**config.mk**
```make
export PLATFORM = sky130hd
export DESIGN_NAME = iecdrv_sd_arbiter
export DESIGN_NICKNAME = d
export VERILOG_FILES = /design/src/rtl/iecdrv_sd_arbiter.sv
export SDC_FILE = /design/constraint.sdc
export NUM_CORES = 1
export LEC_CHECK = 0
export CAP_MARGIN = 20
export CORE_ASPECT_RATIO = 0.8
export CORE_MARGIN = 2
export CORE_UTILIZATION = 44
export DETAILED_ROUTE_END_ITERATION = 12
export PLACE_DENSITY = 0.87
export SLEW_MARGIN = 30
export SYNTH_ARGS = -nofsm -noshare
export SYNTH_HDL_FRONTEND = slang
export SYNTH_SLANG_ARGS = --single-unit
```
**constraint.sdc**
```tcl
create_clock -name clk_sys -period 2.5 [get_ports clk_sys]
set_input_delay 0.5 -clock clk_sys [delete_from_list [all_inputs] [get_ports clk_sys]]
set_output_delay 0.5 -clock clk_sys [all_outputs]
set_load 0.01 [all_outputs]
```
**src/rtl/iecdrv_sd_arbiter.sv**
```systemverilog
// iecdrv_sd_arbiter: round-robin merge of per-drive sector request channels
// onto the single host SD block interface. One drive is granted at a time.
// The granted drive's LBA and command are latched for the whole transfer,
// and the ack and write-data byte are routed back to and from that drive.
module iecdrv_sd_arbiter #(
  parameter int unsigned NDR      = 2,
  parameter int unsigned TMO_BITS = 24
) (
  input  logic              clk_sys,
  input  logic              reset,
  input  logic [32*NDR-1:0] drv_lba,
  input  logic [NDR-1:0]    drv_rd,
  input  logic [NDR-1:0]    drv_wr,
  output logic [NDR-1:0]    drv_ack,
  input  logic [8*NDR-1:0]  drv_buff_din,
  output logic [31:0]       sd_lba,
  output logic              sd_rd,
  output logic              sd_wr,
  input  logic              sd_ack,
  output logic [7:0]        sd_buff_din,
  output logic              busy,
  output logic [1:0]        cur_drive,
  output logic              timeout
);

  localparam int unsigned SW = (NDR > 1) ? $clog2(NDR) : 1;
  localparam int unsigned WW = (TMO_BITS > 0) ? TMO_BITS : 1;

  localparam logic [1:0] S_IDLE = 2'd0;
  localparam logic [1:0] S_REQ  = 2'd1;
  localparam logic [1:0] S_XFER = 2'd2;
  localparam logic [1:0] S_DONE = 2'd3;

  localparam logic [SW-1:0] LAST_INIT = SW'(NDR - 1);
  localparam logic [WW-1:0] WD_MAX    = '1;
  localparam logic [WW-1:0] WD_LAST   = WD_MAX - 1'b1;

  logic [1:0]    r_state;
  logic [SW-1:0] r_sel;
  logic [SW-1:0] r_last;
  logic [WW-1:0] r_wdog;
  logic [31:0]   r_lba;
  logic          r_rd;
  logic          r_wr;
  logic          r_timeout;

  logic [NDR-1:0] w_pending;
  logic           w_any;
  logic [SW-1:0]  w_pick;
  int unsigned    w_idx;
  logic           w_active;
  logic           w_wd_hit;

  assign w_pending = drv_rd | drv_wr;
  assign w_active  = (r_state == S_REQ) || (r_state == S_XFER);
  // Saturation is detected one count early so the abort edge is the
  // (2^TMO_BITS-1)-th REQ cycle without ack.
  assign w_wd_hit  = (TMO_BITS > 0) && (r_wdog == WD_LAST);

  // Round-robin search: first pending drive starting just after the last grant
  always_comb begin
    w_any  = 1'b0;
    w_pick = '0;
    w_idx  = 0;
    for (int unsigned k = 1; k <= NDR; k++) begin
      w_idx = (int'(r_last) + k) % NDR;
      if (!w_any && w_pending[w_idx]) begin
        w_any  = 1'b1;
        w_pick = SW'(w_idx);
      end
    end
  end

  // Request FSM: grant, wait for host ack or watchdog, transfer, release
  always_ff @(posedge clk_sys or posedge reset) begin
    if (reset) begin
      r_state   <= S_IDLE;
      r_sel     <= '0;
      r_last    <= LAST_INIT;
      r_wdog    <= '0;
      r_lba     <= '0;
      r_rd      <= 1'b0;
      r_wr      <= 1'b0;
      r_timeout <= 1'b0;
    end else begin
      r_timeout <= 1'b0;
      case (r_state)
        S_IDLE: begin
          if (w_any) begin
            r_sel   <= w_pick;
            r_lba   <= drv_lba[w_pick*32 +: 32];
            r_wr    <= drv_wr[w_pick];
            r_rd    <= drv_rd[w_pick] & ~drv_wr[w_pick];
            r_wdog  <= '0;
            r_state <= S_REQ;
          end
        end
        S_REQ: begin
          if (sd_ack) begin
            r_rd    <= 1'b0;
            r_wr    <= 1'b0;
            r_state <= S_XFER;
          end else if (w_wd_hit) begin
            r_rd      <= 1'b0;
            r_wr      <= 1'b0;
            r_timeout <= 1'b1;
            r_state   <= S_DONE;
          end else begin
            r_wdog <= r_wdog + 1'b1;
          end
        end
        S_XFER: begin
          if (!sd_ack) begin
            r_state <= S_DONE;
          end
        end
        default: begin
          r_last  <= r_sel;
          r_state <= S_IDLE;
        end
      endcase
    end
  end

  // Ack routing is combinational so the first transferred byte reaches the drive
  always_comb begin
    drv_ack = '0;
    for (int unsigned i = 0; i < NDR; i++) begin
      drv_ack[i] = sd_ack & w_active & (r_sel == SW'(i));
    end
  end

  assign sd_buff_din = drv_buff_din[r_sel*8 +: 8];
  assign sd_lba      = r_lba;
  assign sd_rd       = r_rd;
  assign sd_wr       = r_wr;
  assign busy        = (r_state != S_IDLE);
  assign cur_drive   = 2'(r_sel);
  assign timeout     = r_timeout;

endmodule
```
==> metrics.md <==
| Metric | Value |
|---|---|
| Status | `complete, no violations` |
| Post-synthesis sequential area ratio | `0.468` |
| Worst Setup Path Type | `flip-flop to primary output` |
| Area post-placement | `4920 µm²` |
| Max-slew headroom | `0.623` |
| Aggregate routed wire length | `9220 µm` |
| Fmax | `0.420 GHz` |
| Final Cell Area | `5140 µm²` |
| Hold-fix buffers, CTS | `0` |
| Syn_nets | `442` |
| Crit Reg-Reg Endpoint | `r_wdog[12]$_DFFE_PP0P_` |
| Sequential cell area | `1580 µm²` |
| CTS Buf Count | `9` |
| CTS root buf | `clkbuf_8` |
| Ys flop type | `dfrtp_1` |
| RSZ-0062 raised after global routing | `false` |
| Layout cells sized above 1 | `0.103` |
| Mean Syn Cell Area | `9.67 µm²` |
| Cells after Synth | `349` |
| Worst path arrival time | `1.88 ns` |
| Via density | `5.28` |
| Area Growth Syn to Fin | `52.3%` |
| CP endpoint | `sd_buff_din[2]` |
| Final setup fails | `0` |
| Cell Area, Synth | `3370 µm²` |
| Deepest clock path buffer count | `2` |
| Via Count | `3,171` |
| PortBufs | `133` |
| Post-synth EDFFs | `0` |
| Critical Path End Type | `primary output` |
| Routed WL per cell | `15.3 µm` |
| Post-detailed-route count of antenna-violating nets | `0` |
| Core Rows | `28` |
| CTS tree | `done` |
| Area of the multi-input gates | `1670 µm²` |
| Peak supply drop | `503 µV` |
| LEAKAGE | `2.19 nW` |
| Max_cap viols | `0` |
| Post-cts resize count | `0` |
| Post-synthesis cell type count | `41` |
| Fin nets | `584` |
| Core area | `7430 µm²` |
| Postcts setup bufs | `0` |
| Pin slew with the least headroom to its limit | `0.560 ns` |
| Hold slack | `0.482 ns` |
| Post-route DRC | `0` |
| Vias in the first global route | `2,979` |
| Startpoint types | `flip-flop` |
| Clock skew | `0.00717 ns` |
| Final Critical Period | `2.38 ns` |
| Die area | `8390 µm²` |
| DRT Pass-1 Iters | `4` |
| Die Span Y | `82.3 µm` |
| First-pass GRT wire length | `14,100 µm` |
| Final Wtd Congestion | `0.850` |
| Worst EP required | `2.00 ns` |
| Worst Setup SP | `r_sel$_DFFE_PP0P_` |
| Clock-pin slew on the worst setup and hold paths | `0.07 ns` |
| Grt total ovfl | `0` |
| Initial Util | `0.454` |
| Reg2reg start | `r_state[1]$_DFFE_PP0P_` |
| Fin crit share | `0.953` |
| CP max FO | `13` |
| Largest net degree at the start of global routing | `67` |
| Final Slew Violations | `0` |
| Iter 0 DRT Violations | `128` |
| Final hold vios | `0` |
| Hold Crit Class | `flip-flop to flip-flop` |
| Reg2reg path depth | `7` |
| Seq cells post-synth | `63` |
| Ys async rst share | `1.00` |
| Worst skew pair latency | `0.34 ns` |
| Fill cell count | `591` |
| CTS H-tree lvls | `3` |
| Top Ports | `135` |
| Reg-to-reg slack, setup | `0.16 ns` |
| Ant diodes | `0` |
| Initial antenna violation count | `0` |
| HPWL after detailed placement | `7040 µm` |
| Cell Pwr Density | `962 nW/µm²` |
| CTS Sinks | `63` |
| All-layer global routing usage | `0.219` |
| Die Span X | `102 µm` |
| Ys Warns | `0` |
==> critical path, stage by stage (launching register included) <==
cell,delay [ns]
dfrtp_1,0.63
mux2_2,0.39
clkdlybuf4s50_1,0.52
==> cell usage in the layout (no fill, tap or decap), types with 2 or more instances in the layout <==
cell,n
clkbuf_8,10
o21ai_0,44
and3_1,4
nor2_1,11
mux2i_1,32
or3_1,10
nand2_1,51
nand2b_1,3
a21oi_1,18
bufinv_16,2
a2111oi_0,3
clkdlybuf4s50_1,133
buf_4,14
mux2_2,11
nor4_1,2
buf_12,3
xnor2_1,3
nand4_1,8
nand3_1,8
o211ai_1,3
inv_1,9
ha_1,6
and2_1,2
dfrtp_1,62
or4_1,9
o41ai_1,2
o31ai_1,11
clkinv_2,3
==> worst min path at each step <==
stage	slack, ns	depth (start not counted)	from	endpoint
CTS	0.48	2	sd_lba[6]$_DFFE_PP0P_	sd_lba[6]$_DFFE_PP0P_
detailed placement	0.47	2	sd_lba[16]$_DFFE_PP0P_	sd_lba[16]$_DFFE_PP0P_
global route	0.50	2	sd_lba[6]$_DFFE_PP0P_	sd_lba[6]$_DFFE_PP0P_
global placement	0.46	2	sd_lba[24]$_DFFE_PP0P_	sd_lba[24]$_DFFE_PP0P_
floorplan	0.51	2	r_wdog[1]$_DFFE_PP0P_	r_wdog[1]$_DFFE_PP0P_
finish	0.48	2	sd_lba[20]$_DFFE_PP0P_	sd_lba[20]$_DFFE_PP0P_
==> layout make-up <==
| class | instances | area share |
|---|---|---|
| Clock buffer | 10 | 0.0268 |
| Clock inverter | 6 | 0.0163 |
| Inverter | 10 | 0.00730 |
| Multi-Input combinational cell | 257 | 0.326 |
| Sequential cell | 63 | 0.307 |
| Tap cell | 105 | 0.0256 |
| Timing Repair Buffer | 150 | 0.291 |
==> synth_stat cells, drive strengths merged (6+ instances only) <==
library cell  number  share of area
a21oi             18          0.027
o21ai             46          0.068
o31ai             11          0.024
inv               10          0.011
mux2i             32          0.095
nand3              8          0.012
ha                 6          0.022
nand4              8          0.015
nand2             51          0.057
or3               10          0.019
or4               10          0.023
mux2              11          0.037
clkbuf            13          0.014
buf                6          0.014
dfrtp             62           0.46
nor2              11          0.012
==> registers in the layout, summed over array words and instances (netlist names) <==
| signal | count |
|---|---|
| sd_rd | 1 |
| r_sel | 1 |
| r_state | 2 |
| r_last | 1 |
| sd_lba | 32 |
| sd_wr | 1 |
| timeout | 1 |
| r_wdog | 24 |
==> per-layer routing <==
layer	GRT usage	wire length (µm)
met1	0.265	3860
met2	0.381	4610
met3	0.0589	638
met4	0.0747	110
met5	0	0
==> report_power, final <==
part	switching (W)	internal [W]	leakage (nW)
clock network	0.000395	0.000584	0.116
logic	0.00118	0.00123	1.25
registers	0.000208	0.00134	0.816
total	0.00178	0.00316	2.19
==> kinds of logic after synthesis <==
group           after synthesis  share of synthesized area
buf+inv                      29                     0.0401
compound gates               89                      0.155
flops                        63                      0.468
other cells                   1                    0.00111
mux                          43                      0.132
xor+xnor                      4                     0.0104
simple gates                114                      0.172
fa+ha+maj                     6                     0.0223
==> stage by stage <==
step | utilization | TNS, ns | std cells | total power [W] | setup slack, ns
2_1_floorplan | - | 0 | 349 | 0.00283 | 0.350
3_3_place_gp | 0.662 | -0.614 | 585 | 0.00390 | -0.0825
3_5_place_dp | 0.662 | -1.55 | 585 | 0.00400 | -0.183
4_1_cts | 0.692 | 0 | 601 | 0.00499 | 0.0886
5_1_grt | 0.692 | 0 | 601 | 0.00529 | 0.0122
6_report | 0.692 | 0 | 601 | 0.00494 | 0.116
(Power assumes the default switching activity.)
